--- src/rtl/axi_lite_req_arbiter_if.sv ---
// rtl/axi_lite_req_arbiter_if.sv - AXI-Lite master bus between the request arbiter and the CSR slave
interface axi_lite_req_arbiter_if #(
  parameter int DATA_W = 32,
  parameter int STRB_W = 4,
  parameter int ADDR_W = 4
);
  logic [ADDR_W-1:0] m_awaddr;
  logic              m_awvalid;
  logic              m_awready;
  logic [DATA_W-1:0] m_wdata;
  logic [STRB_W-1:0] m_wstrb;
  logic              m_wvalid;
  logic              m_wready;
  logic [1:0]        m_bresp;
  logic              m_bvalid;
  logic              m_bready;
  logic [ADDR_W-1:0] m_araddr;
  logic              m_arvalid;
  logic              m_arready;
  logic [DATA_W-1:0] m_rdata;
  logic [1:0]        m_rresp;
  logic              m_rvalid;
  logic              m_rready;

  modport master (
    output m_awaddr, m_awvalid, input m_awready,
    output m_wdata, m_wstrb, m_wvalid, input m_wready,
    input m_bresp, m_bvalid, output m_bready,
    output m_araddr, m_arvalid, input m_arready,
    input m_rdata, m_rresp, m_rvalid, output m_rready
  );

  modport slave (
    input m_awaddr, m_awvalid, output m_awready,
    input m_wdata, m_wstrb, m_wvalid, output m_wready,
    output m_bresp, m_bvalid, input m_bready,
    input m_araddr, m_arvalid, output m_arready,
    output m_rdata, m_rresp, m_rvalid, input m_rready
  );
endinterface

--- src/rtl/axi_lite_req_arbiter.sv ---
// rtl/axi_lite_req_arbiter.sv - round-robin arbiter sharing one AXI-Lite master among NUM_REQ requesters
// Optional per-phase abort on a hung slave: define AXI_ARB_TIMEOUT_EN.
module axi_lite_req_arbiter #(
  parameter int DATA_W      = 32,
  parameter int STRB_W      = 4,
  parameter int ADDR_W      = 4,
  parameter int NUM_REQ     = 2,
  parameter int TXN_TIMEOUT = 50
) (
  input  logic                      clk,
  input  logic                      srst,
  input  logic [NUM_REQ-1:0]        req_valid,
  input  logic [NUM_REQ-1:0]        req_we,
  input  logic [NUM_REQ*ADDR_W-1:0] req_addr,
  input  logic [NUM_REQ*DATA_W-1:0] req_wdata,
  input  logic [NUM_REQ*STRB_W-1:0] req_wstrb,
  output logic [NUM_REQ-1:0]        req_done,
  output logic [DATA_W-1:0]         rsp_rdata,
  output logic [1:0]                rsp_resp,
  output logic                      busy,
  output logic                      timeout_pulse,
  axi_lite_req_arbiter_if.master    m
);
  localparam int GW = (NUM_REQ > 1) ? $clog2(NUM_REQ) : 1;

  typedef enum logic [2:0] {IDLE, WR, WRESP, RD_A, RD_D, DONE} state_t;

  state_t            state;
  state_t            state_next;
  logic [GW-1:0]     last_grant;
  logic [GW-1:0]     grant;
  logic [GW-1:0]     arb_idx;
  logic [GW-1:0]     cand;
  logic              arb_found;
  logic [ADDR_W-1:0] lat_addr;
  logic [DATA_W-1:0] lat_wdata;
  logic [STRB_W-1:0] lat_wstrb;
  logic              aw_pend;
  logic              w_pend;
  logic              aw_hs;
  logic              w_hs;
  logic              ar_hs;
  logic              advance;
  logic              abort;

  assign m.m_awaddr  = lat_addr;
  assign m.m_araddr  = lat_addr;
  assign m.m_wdata   = lat_wdata;
  assign m.m_wstrb   = lat_wstrb;
  assign m.m_awvalid = (state == WR) && aw_pend;
  assign m.m_wvalid  = (state == WR) && w_pend;
  assign m.m_bready  = (state == WRESP);
  assign m.m_arvalid = (state == RD_A);
  assign m.m_rready  = (state == RD_D);
  assign busy        = (state != IDLE);

  assign aw_hs = (state == WR) && aw_pend && m.m_awready;
  assign w_hs  = (state == WR) && w_pend && m.m_wready;
  assign ar_hs = (state == RD_A) && m.m_arready;

  // Search starts one past the previous winner so every requester gets a turn.
  always_comb begin
    arb_found = 1'b0;
    arb_idx   = '0;
    cand      = '0;
    for (int k = 1; k <= NUM_REQ; k++) begin
      cand = GW'((int'(last_grant) + k) % NUM_REQ);
      if (!arb_found && req_valid[cand]) begin
        arb_found = 1'b1;
        arb_idx   = cand;
      end
    end
  end

  always_comb begin
    advance = 1'b0;
    case (state)
      IDLE:    advance = arb_found;
      WR:      advance = (!aw_pend || aw_hs) && (!w_pend || w_hs);
      WRESP:   advance = m.m_bvalid;
      RD_A:    advance = ar_hs;
      RD_D:    advance = m.m_rvalid;
      DONE:    advance = 1'b1;
      default: advance = 1'b0;
    endcase
  end

  always_comb begin
    state_next = state;
    if (advance) begin
      case (state)
        IDLE:    state_next = req_we[arb_idx] ? WR : RD_A;
        WR:      state_next = WRESP;
        WRESP:   state_next = DONE;
        RD_A:    state_next = RD_D;
        RD_D:    state_next = DONE;
        DONE:    state_next = IDLE;
        default: state_next = IDLE;
      endcase
    end else if (abort) begin
      state_next = DONE;
    end
  end

  always_ff @(posedge clk) begin
    if (srst) state <= IDLE;
    else      state <= state_next;
  end

  always_ff @(posedge clk) begin
    if (srst) begin
      last_grant <= GW'(NUM_REQ - 1);
      grant      <= '0;
      lat_addr   <= '0;
      lat_wdata  <= '0;
      lat_wstrb  <= '0;
      aw_pend    <= 1'b0;
      w_pend     <= 1'b0;
      rsp_rdata  <= '0;
      rsp_resp   <= '0;
    end else begin
      case (state)
        IDLE: if (arb_found) begin
          grant      <= arb_idx;
          last_grant <= arb_idx;
          lat_addr   <= req_addr[int'(arb_idx)*ADDR_W +: ADDR_W];
          lat_wdata  <= req_wdata[int'(arb_idx)*DATA_W +: DATA_W];
          lat_wstrb  <= req_wstrb[int'(arb_idx)*STRB_W +: STRB_W];
          aw_pend    <= 1'b1;
          w_pend     <= 1'b1;
        end
        WR: begin
          if (aw_hs) aw_pend <= 1'b0;
          if (w_hs)  w_pend  <= 1'b0;
        end
        WRESP: if (m.m_bvalid) begin
          rsp_resp  <= m.m_bresp;
          rsp_rdata <= '0;
        end
        RD_D: if (m.m_rvalid) begin
          rsp_resp  <= m.m_rresp;
          rsp_rdata <= m.m_rdata;
        end
        default: ;
      endcase
      if (abort) begin
        rsp_resp  <= 2'b10;
        rsp_rdata <= '0;
      end
    end
  end

  always_comb begin
    req_done = '0;
    if (state == DONE) req_done[grant] = 1'b1;
  end

`ifdef AXI_ARB_TIMEOUT_EN
  localparam int CNT_W = $clog2(TXN_TIMEOUT + 1);

  logic [CNT_W-1:0] tcnt;
  logic             phase_active;

  assign phase_active = (state == WR) || (state == WRESP) || (state == RD_A) || (state == RD_D);
  // A handshake landing on the limit cycle wins over the abort.
  assign abort = phase_active && (tcnt == CNT_W'(TXN_TIMEOUT - 1)) && !advance;

  always_ff @(posedge clk) begin
    if (srst || (state_next != state)) tcnt <= '0;
    else if (phase_active)             tcnt <= tcnt + CNT_W'(1);
  end

  always_ff @(posedge clk) begin
    if (srst) timeout_pulse <= 1'b0;
    else      timeout_pulse <= abort;
  end
`else
  assign abort         = 1'b0;
  assign timeout_pulse = 1'b0;
`endif
endmodule
--- src/flat_wrapper.sv ---
// flat-port wrapper written by rule: the top's interface ports become plain ports
module axi_lite_req_arbiter_flat 
#(
  parameter int DATA_W      = 32,
  parameter int STRB_W      = 4,
  parameter int ADDR_W      = 4,
  parameter int NUM_REQ     = 2,
  parameter int TXN_TIMEOUT = 50
)
  (clk, srst, req_valid, req_we, req_addr, req_wdata, req_wstrb, req_done, rsp_rdata, rsp_resp, busy, timeout_pulse, m_m_awaddr, m_m_awvalid, m_m_awready, m_m_wdata, m_m_wstrb, m_m_wvalid, m_m_wready, m_m_bresp, m_m_bvalid, m_m_bready, m_m_araddr, m_m_arvalid, m_m_arready, m_m_rdata, m_m_rresp, m_m_rvalid, m_m_rready);
  axi_lite_req_arbiter_if #(.DATA_W(DATA_W), .STRB_W(STRB_W), .ADDR_W(ADDR_W)) m_i ();
  input  logic clk;
  input  logic srst;
  input  logic [NUM_REQ-1:0] req_valid;
  input  logic [NUM_REQ-1:0] req_we;
  input  logic [NUM_REQ*ADDR_W-1:0] req_addr;
  input  logic [NUM_REQ*DATA_W-1:0] req_wdata;
  input  logic [NUM_REQ*STRB_W-1:0] req_wstrb;
  output logic [NUM_REQ-1:0] req_done;
  output logic [DATA_W-1:0] rsp_rdata;
  output logic [1:0] rsp_resp;
  output logic busy;
  output logic timeout_pulse;
  output wire logic [$bits(m_i.m_awaddr)-1:0] m_m_awaddr;
  output wire logic [$bits(m_i.m_awvalid)-1:0] m_m_awvalid;
  input wire logic [$bits(m_i.m_awready)-1:0] m_m_awready;
  output wire logic [$bits(m_i.m_wdata)-1:0] m_m_wdata;
  output wire logic [$bits(m_i.m_wstrb)-1:0] m_m_wstrb;
  output wire logic [$bits(m_i.m_wvalid)-1:0] m_m_wvalid;
  input wire logic [$bits(m_i.m_wready)-1:0] m_m_wready;
  input wire logic [$bits(m_i.m_bresp)-1:0] m_m_bresp;
  input wire logic [$bits(m_i.m_bvalid)-1:0] m_m_bvalid;
  output wire logic [$bits(m_i.m_bready)-1:0] m_m_bready;
  output wire logic [$bits(m_i.m_araddr)-1:0] m_m_araddr;
  output wire logic [$bits(m_i.m_arvalid)-1:0] m_m_arvalid;
  input wire logic [$bits(m_i.m_arready)-1:0] m_m_arready;
  input wire logic [$bits(m_i.m_rdata)-1:0] m_m_rdata;
  input wire logic [$bits(m_i.m_rresp)-1:0] m_m_rresp;
  input wire logic [$bits(m_i.m_rvalid)-1:0] m_m_rvalid;
  output wire logic [$bits(m_i.m_rready)-1:0] m_m_rready;
  assign m_m_awaddr = m_i.m_awaddr;
  assign m_m_awvalid = m_i.m_awvalid;
  assign m_i.m_awready = m_m_awready;
  assign m_m_wdata = m_i.m_wdata;
  assign m_m_wstrb = m_i.m_wstrb;
  assign m_m_wvalid = m_i.m_wvalid;
  assign m_i.m_wready = m_m_wready;
  assign m_i.m_bresp = m_m_bresp;
  assign m_i.m_bvalid = m_m_bvalid;
  assign m_m_bready = m_i.m_bready;
  assign m_m_araddr = m_i.m_araddr;
  assign m_m_arvalid = m_i.m_arvalid;
  assign m_i.m_arready = m_m_arready;
  assign m_i.m_rdata = m_m_rdata;
  assign m_i.m_rresp = m_m_rresp;
  assign m_i.m_rvalid = m_m_rvalid;
  assign m_m_rready = m_i.m_rready;
  axi_lite_req_arbiter #(.DATA_W(DATA_W), .STRB_W(STRB_W), .ADDR_W(ADDR_W), .NUM_REQ(NUM_REQ), .TXN_TIMEOUT(TXN_TIMEOUT)) u_core (.clk(clk), .srst(srst), .req_valid(req_valid), .req_we(req_we), .req_addr(req_addr), .req_wdata(req_wdata), .req_wstrb(req_wstrb), .req_done(req_done), .rsp_rdata(rsp_rdata), .rsp_resp(rsp_resp), .busy(busy), .timeout_pulse(timeout_pulse), .m(m_i));
endmodule
--- config.mk ---
export PLATFORM = sky130hd
export DESIGN_NAME = axi_lite_req_arbiter_flat
export DESIGN_NICKNAME = d
export VERILOG_FILES = /design/src/rtl/axi_lite_req_arbiter_if.sv /design/src/rtl/axi_lite_req_arbiter.sv /design/src/flat_wrapper.sv
export SDC_FILE = /design/constraint.sdc
export NUM_CORES = 1
export LEC_CHECK = 0
export CORE_MARGIN = 4
export CORE_UTILIZATION = 65
export CTS_BUF_LIST = sky130_fd_sc_hd__clkbuf_8
export DETAILED_ROUTE_END_ITERATION = 8
export DONT_BUFFER_PORTS = 1
export PLACE_DENSITY = 0.86
export SLEW_MARGIN = 0
export SYNTH_ARGS = -nofsm -noshare
export SYNTH_HDL_FRONTEND = slang
export SYNTH_SLANG_ARGS = --single-unit
--- constraint.sdc ---
create_clock -name clk -period 2.1 [get_ports clk]
set_clock_uncertainty 0.05 [all_clocks]
set_input_delay 0.21 -clock clk [delete_from_list [all_inputs] [get_ports clk]]
set_output_delay 0.21 -clock clk [all_outputs]
set_load 0.05 [all_outputs]
==> results.sh, run 1 <==
export IMPL_outcome="complete, no violations"
export IMPL_number_of_standard_cell_rows_in_the_floorplan=26
export IMPL_drtIter0Drc=116
export IMPL_cts_root_buf="sky130_fd_sc_hd__clkbuf_8"
export IMPL_core_area_um2=5240
export IMPL_finalSetupViolations=0
export IMPL_clock_tree_from_tritoncts="done"
export IMPL_first_global_vias=2973
export IMPL_remaining_drc_errors=0
export IMPL_antenna_cells=0
export IMPL_synth_enable_flop_cells=0
export IMPL_timing_hold_worst_class="primary input to flip-flop"
export IMPL_p_per_area_nw_per_um2=1690
export IMPL_buffer_ports_inserted=0
export IMPL_vias=2921
export IMPL_cts_htree_levels=3
export IMPL_worst_skew_late_latency_ps=340
export IMPL_clock_buffer_count_from_cts=9
export IMPL_post_route_period_util_pct=91.7
export IMPL_cts_root_to_sink_buffers=2
export IMPL_die_x_um=82.6
export IMPL_most_common_layout_cells="sky130_fd_sc_hd__dfxtp_1, sky130_fd_sc_hd__nor2_1, sky130_fd_sc_hd__mux2i_1, sky130_fd_sc_hd__a211oi_1, sky130_fd_sc_hd__dlygate4sd3_1"
export IMPL_slew_violations=0
export IMPL_floorplan_die_area_um2=6820
export IMPL_crit_slowest_cell="sky130_fd_sc_hd__dfxtp_1"
export IMPL_clk_slew_on_worst_s_h_paths_ps=90
export IMPL_drv_max_cap_violation_count=0
export IMPL_antenna_left=0
export IMPL_mostFrequentLayoutCell="sky130_fd_sc_hd__dfxtp_1"
export IMPL_layout_core_utilization_pct=78.6
export IMPL_unrepaired_setup_endpoints_after_global_routing="no"
export IMPL_timing_hold_violations_final=0
export IMPL_total_power_mw=6.97
export IMPL_routability_cong=0.747
export IMPL_final_min_clock_period_ps=1920
export IMPL_first_pass_iters=5
export IMPL_timing_setup_tns_ps=0
export IMPL_maxClockFrequency_mhz=520
export IMPL_flow_area_growth_from_synthesis_pct=13.9
export IMPL_synthesis_nets=499
export IMPL_finalHoldWorstSlack_ps=16.1
export IMPL_final_wl_mm=9.77
export IMPL_layout_setup_ws_ps=175
export IMPL_synthesis_area_um2=3610
export IMPL_headroom_to_the_max_slew_limit_pct=50.6
export IMPL_fillers=341
export IMPL_drive_above_1_share_pct=12.8
export IMPL_p_leak_nw=1.54
export IMPL_worst_path_max_fanout=15
export IMPL_synth_cells=372
export IMPL_grt_overflow=0
export IMPL_path_cells="nor3_4, and2b_2, buf_4, nor2_1, a211oi_1"
export IMPL_crit_arrival_ps=2120
export IMPL_post_drt_via_cell_ratio=6.25
export IMPL_die_h_um=82.6
export IMPL_synthesis_area_per_instance_um2=9.72
export IMPL_setup_worst_path_start_class="flip-flop"
export IMPL_most_used_flip_flop_cell_after_synthesis="sky130_fd_sc_hd__dfxtp_1"
export IMPL_synthesis_yosys_warnings=0
export IMPL_io_pin_count=214
export IMPL_synth_seq_area_share_pct=44.9
export IMPL_critPathCaptureType="flip-flop"
export IMPL_transition_time_at_the_pin_with_the_least_slew_margin_ps=741
export IMPL_route_detailed_wl_per_inst_um=20.9
export IMPL_nNetsFinal=519
export IMPL_ys_ff_latch=81
export IMPL_worst_path_largest_cell_delay_ps=500
export IMPL_grt_first_pass_wirelength_mm=14.3
export IMPL_detailedPlacementHpwl_mm=6.49
export IMPL_place_ws_ps=166
export IMPL_start_util_pct=69.0
export IMPL_worst_setup_path_type="flip-flop to flip-flop"
export IMPL_synth_async_sr_flop_share_pct=0
export IMPL_grt_util_all_layers_pct=28.1
export IMPL_grt_max_degree=80
export IMPL_worstPathRequired_ps=2300
export IMPL_clock_sinks=81
export IMPL_ir_drop_mv=1.15
export IMPL_count_of_different_cell_masters_after_synthesis=37
export IMPL_post_cts_repair_setup_buffers=0
export IMPL_antenna_found_initial=0
sequential cells by signal, indices dropped and copies added (netlist names):
name	count
u_core.grant	1
u_core.rsp_resp	2
u_core.w_pend	1
u_core.aw_pend	1
u_core.last_grant	1
u_core.m.m_wdata	32
u_core.m.m_wstrb	4
u_core.state	3
u_core.rsp_rdata	32
u_core.m.m_araddr	4
repair_timing:
item	CTS	global route
gates resized for setup	0	1
endpoints found under the setup margin	0	1
hold buffers	33	0
hold endpoints to repair	79	0
per-layer routing:
layer | share of wire (%) | vias to the layer above | track usage [%]
met5 | 0 | - | 0
met4 | 3.0 | 0 | 13.6
met3 | 10 | 32 | 9.54
met1 | 34 | 1349 | 28.6
met2 | 53 | 177 | 51.0
li1 | - | 1363 | -
path summary, 6_finish.rpt:
path,from,end,slack (ps),cells past startpoint
worst max register to register,u_core.state[1]$_SDFFE_PP0P_,u_core.m.m_wdata[17]$_SDFFE_PP0P_,180,5
worst min register to register,u_core.aw_pend$_SDFFE_PP0P_,u_core.aw_pend$_SDFFE_PP0P_,450,2
worst min-delay path,m_m_rdata[18],u_core.rsp_rdata[18]$_SDFFE_PP0P_,20,2
worst max-delay path,u_core.state[1]$_SDFFE_PP0P_,u_core.m.m_wdata[17]$_SDFFE_PP0P_,180,5
Yosys cell counts (all sizes together), types with 4 or more instances:
cell type | n | share of area, %
mux2i | 45 | 12
nor2 | 67 | 7.0
dfxtp | 81 | 45
o21ai | 5 | 0.69
nand3 | 12 | 1.8
inv | 4 | 0.42
a22oi | 22 | 4.6
and3 | 4 | 0.69
clkbuf | 11 | 2.0
nand2 | 12 | 1.2
a211oi | 42 | 9.7
buf | 28 | 6.3
a21oi | 15 | 2.4
nor2b | 4 | 0.69
worst max-delay path: cells and delay by family (launching register included):
| family | cells | cell delay (ps) |
|---|---|---|
| compound gates | 1 | 260 |
| buf+inv | 1 | 270 |
| simple gates | 3 | 740 |
| flops | 1 | 500 |
through the flow:
step | area [um2] | cells
2_1_floorplan | 3620 | 372
3_3_place_gp | 3570 | 418
3_5_place_dp | 3570 | 418
4_1_cts | 4120 | 467
5_1_grt | 4120 | 467
6_report | 4120 | 467
cells by family after synthesis:
group	share of synthesized area [%]
buffers and inverters	8.65
other	0.104
AOI/OAI and AO/OA	19.1
DFF	44.9
muxes	12.9
and+or+nand+nor	14.4
area by class of cell:
class	count	area (um2)	share of cell area, %
Inverter	4	15.0	0.365
Timing Repair Buffer	48	485	11.8
Multi-Input combinational cell	248	1700	41.4
Sequential cell	81	1620	39.4
Clock buffer	9	124	3.01
Tap cell	70	87.6	2.13
Clock inverter	7	77.6	1.88
report_power, final:
part           total [mW]  internal (mW)  switching [mW]
clock network        1.16          0.562           0.594
logic                2.20          0.809            1.39
registers            3.61           1.98            1.64
(Power assumes the default switching activity.)
==> inputs of run 2 (changes only) <==
--- a/config.mk
+++ b/config.mk
@@ -5,8 +5,10 @@
 export SDC_FILE = /design/constraint.sdc
 export NUM_CORES = 1
 export LEC_CHECK = 0
+export CELL_PAD_IN_SITES_DETAIL_PLACEMENT = 1
+export CELL_PAD_IN_SITES_GLOBAL_PLACEMENT = 2
 export CORE_MARGIN = 4
-export CORE_UTILIZATION = 65
+export CORE_UTILIZATION = 36
 export CTS_BUF_LIST = sky130_fd_sc_hd__clkbuf_8
 export DETAILED_ROUTE_END_ITERATION = 8
 export DONT_BUFFER_PORTS = 1
==> results.sh, run 2 (synthesis results as in run 1) <==
export IMPL_critical_path_buf_inv_count=2
export IMPL_antenna_left=0
export IMPL_final_wl_mm=10.1
export IMPL_timing_hold_violations_final=0
export IMPL_first_global_vias=3019
export IMPL_transition_time_at_the_pin_with_the_least_slew_margin_ps=599
export IMPL_first_pass_iters=4
export IMPL_crit_slowest_cell="sky130_fd_sc_hd__dfxtp_1"
export IMPL_unrepaired_setup_endpoints_after_global_routing="no"
export IMPL_grt_overflow=0
export IMPL_worstPathRequired_ps=1840
export IMPL_vias=2804
export IMPL_route_detailed_wl_per_inst_um=19.0
export IMPL_hold_start="m_m_rdata[20]"
export IMPL_finalSetupViolations=0
export IMPL_maxClockFrequency_mhz=520
export IMPL_critPathCaptureType="primary output"
export IMPL_internal_power_mw=3.27
export IMPL_setup_worst_path_start_class="flip-flop"
export IMPL_clock_tree_from_tritoncts="done"
export IMPL_netSwitchingFraction_pct=52.5
export IMPL_worst_path_max_fanout=10
export IMPL_number_of_standard_cell_rows_in_the_floorplan=36
export IMPL_flow_area_growth_from_synthesis_pct=16.5
export IMPL_post_drt_via_cell_ratio=5.25
export IMPL_headroom_to_the_max_slew_limit_pct=60.0
export IMPL_start_util_pct=37.0
export IMPL_grt_util_all_layers_pct=16.6
export IMPL_reg_to_reg_setup_timing_slack_ps=200
export IMPL_ir_drop_mv=0.856
export IMPL_clock_buffer_count_from_cts=9
export IMPL_drtIter0Drc=201
export IMPL_power_sequential_fraction_pct=52.1
export IMPL_worst_path_largest_cell_delay_ps=570
export IMPL_floorplan_die_area_um2=11700
export IMPL_worst_setup_path_type="flip-flop to primary output"
export IMPL_crit_arrival_ps=1660
export IMPL_most_common_layout_cells="sky130_fd_sc_hd__dfxtp_1, sky130_fd_sc_hd__nor2_1, sky130_fd_sc_hd__mux2i_1, sky130_fd_sc_hd__a211oi_1, sky130_fd_sc_hd__dlygate4sd3_1"
export IMPL_p_per_area_nw_per_um2=1630
export IMPL_core_area_um2=9770
export IMPL_reg2reg_from="u_core.state[1]$_SDFFE_PP0P_"
export IMPL_timing_hold_worst_class="primary input to flip-flop"
export IMPL_grt_first_pass_wirelength_mm=15.3
export IMPL_antenna_cells=0
export IMPL_antenna_found_initial=0
export IMPL_outcome="complete, no violations"
export IMPL_nNetsFinal=523
export IMPL_worstRegToRegCells=5
export IMPL_p_leak_nw=1.55
export IMPL_cts_htree_levels=3
export IMPL_power_share_clock_pct=15.7
export IMPL_final_min_clock_period_ps=1920
export IMPL_final_instance_count_excl_fill=534
export IMPL_worst_skew_late_latency_ps=350
export IMPL_drive_above_1_share_pct=14.0
export IMPL_clk_slew_on_worst_s_h_paths_ps=90
export IMPL_slew_violations=0
export IMPL_p_comb_share_pct=32.2
export IMPL_remaining_drc_errors=0
export IMPL_layout_core_utilization_pct=43.1
export IMPL_buffer_ports_inserted=0
export IMPL_cts_root_to_sink_buffers=2
export IMPL_grt_max_degree=83
export IMPL_io_pin_count=214
export IMPL_detailedPlacementHpwl_mm=6.96
export IMPL_whs_endpoint="u_core.rsp_rdata[20]$_SDFFE_PP0P_"
export IMPL_clock_sinks=81
export IMPL_timing_setup_tns_ps=0
export IMPL_placed_cells=485
export IMPL_drv_max_cap_violation_count=0
export IMPL_path_cells="inv_1, nor4b_2, buf_4"
export IMPL_routability_cong=0.703
export IMPL_cts_root_buf="sky130_fd_sc_hd__clkbuf_8"
export IMPL_post_cts_repair_setup_buffers=0
export IMPL_hold_path_depth=2
export IMPL_die_x_um=108
export IMPL_post_route_period_util_pct=91.6
export IMPL_mostFrequentLayoutCell="sky130_fd_sc_hd__dfxtp_1"
export IMPL_cpLargestDelayFamily="flip-flops"
export IMPL_switching_power_mw=3.61
export IMPL_crit_reg2reg_capture="u_core.rsp_rdata[29]$_SDFFE_PP0P_"
export IMPL_die_h_um=108
[run 2: power groups by stage]
stage / clock network (mW) / logic [mW] / registers, mW
6_report: 1.08 / 2.21 / 3.59
4_1_cts: 1.15 / 2.25 / 3.60
2_1_floorplan: 0 / 1.91 / 3.58
3_5_place_dp: 0 / 2.17 / 3.63
3_3_place_gp: 0 / 2.09 / 3.61
5_1_grt: 1.20 / 2.45 / 3.66
[run 2: stage by stage]
step / area (um2) / hold WS, ps / power [mW] / worst slack (ps)
final: 4210 / 26.0 / 6.88 / 177
after global placement: 3670 / 232 / 5.70 / 281
after global routing: 4210 / 7.55 / 7.30 / 47.3
after floorplan: 3620 / 293 / 5.48 / 39.3
after CTS: 4210 / 0.260 / 7.00 / 49.8
after detailed placement: 3670 / 236 / 5.80 / 172
[run 2: repair_timing]
action	4_1_cts	5_1_grt
endpoints found under the setup margin	0	14
hold buffers	33	0
hold endpoints to repair	80	0
resized for setup	0	2
[run 2: how the worst max path moves through the flow]
stage,from,cells after the start,to,slack [ps]
finish,u_core.state[2]$_SDFFE_PP0P_,3,req_done[0],180
global route,u_core.state[2]$_SDFFE_PP0P_,3,req_done[0],50
CTS,u_core.state[0]$_SDFFE_PP0P_,1,m_m_wvalid,50
detailed placement,u_core.state[2]$_SDFFE_PP0P_,4,u_core.rsp_rdata[30]$_SDFFE_PP0P_,170
global placement,u_core.state[2]$_SDFFE_PP0P_,4,u_core.rsp_rdata[15]$_SDFFE_PP0P_,280
floorplan,u_core.state[1]$_SDFFE_PP0P_,2,m_m_bready,40
[run 2: worst reg2reg max path, delay by kind of cell, from the launching register on]
kind                   cells  cell delay, ps
DFF                        1             710
AOI/OAI and AO/OA          2             460
and+or+nand+nor            2             350
buffers and inverters      1             200
[run 2: layout make-up]
| class | count | area, um2 |
|---|---|---|
| sequential | 81 | 1620 |
| inverter | 4 | 15.0 |
| fill | 1114 | 5560 |
| clock inverter | 6 | 50.0 |
| timing repair buffer | 52 | 515 |
| clock buffer | 10 | 138 |
| multi-input combinational | 248 | 1710 |
| tap | 133 | 166 |
[run 2: layer usage]
| metal | track usage (%) | share of wire, % | wire length (um) |
|---|---|---|---|
| met1 | 17.6 | 38 | 3870 |
| met2 | 30.9 | 52 | 5230 |
| met3 | 6.63 | 9.4 | 952 |
| met4 | 3.34 | 0.81 | 82 |
| met5 | 0 | 0 | 0 |
==> inputs of run 3 (changes only) <==
--- a/config.mk
+++ b/config.mk
@@ -13,7 +13,7 @@
 export DETAILED_ROUTE_END_ITERATION = 8
 export DONT_BUFFER_PORTS = 1
 export PLACE_DENSITY = 0.86
-export SLEW_MARGIN = 0
+export SLEW_MARGIN = 30
 export SYNTH_ARGS = -nofsm -noshare
 export SYNTH_HDL_FRONTEND = slang
 export SYNTH_SLANG_ARGS = --single-unit
==> results of run 3 <==
Final layout, timing and power as in run 2 (identical DEF).
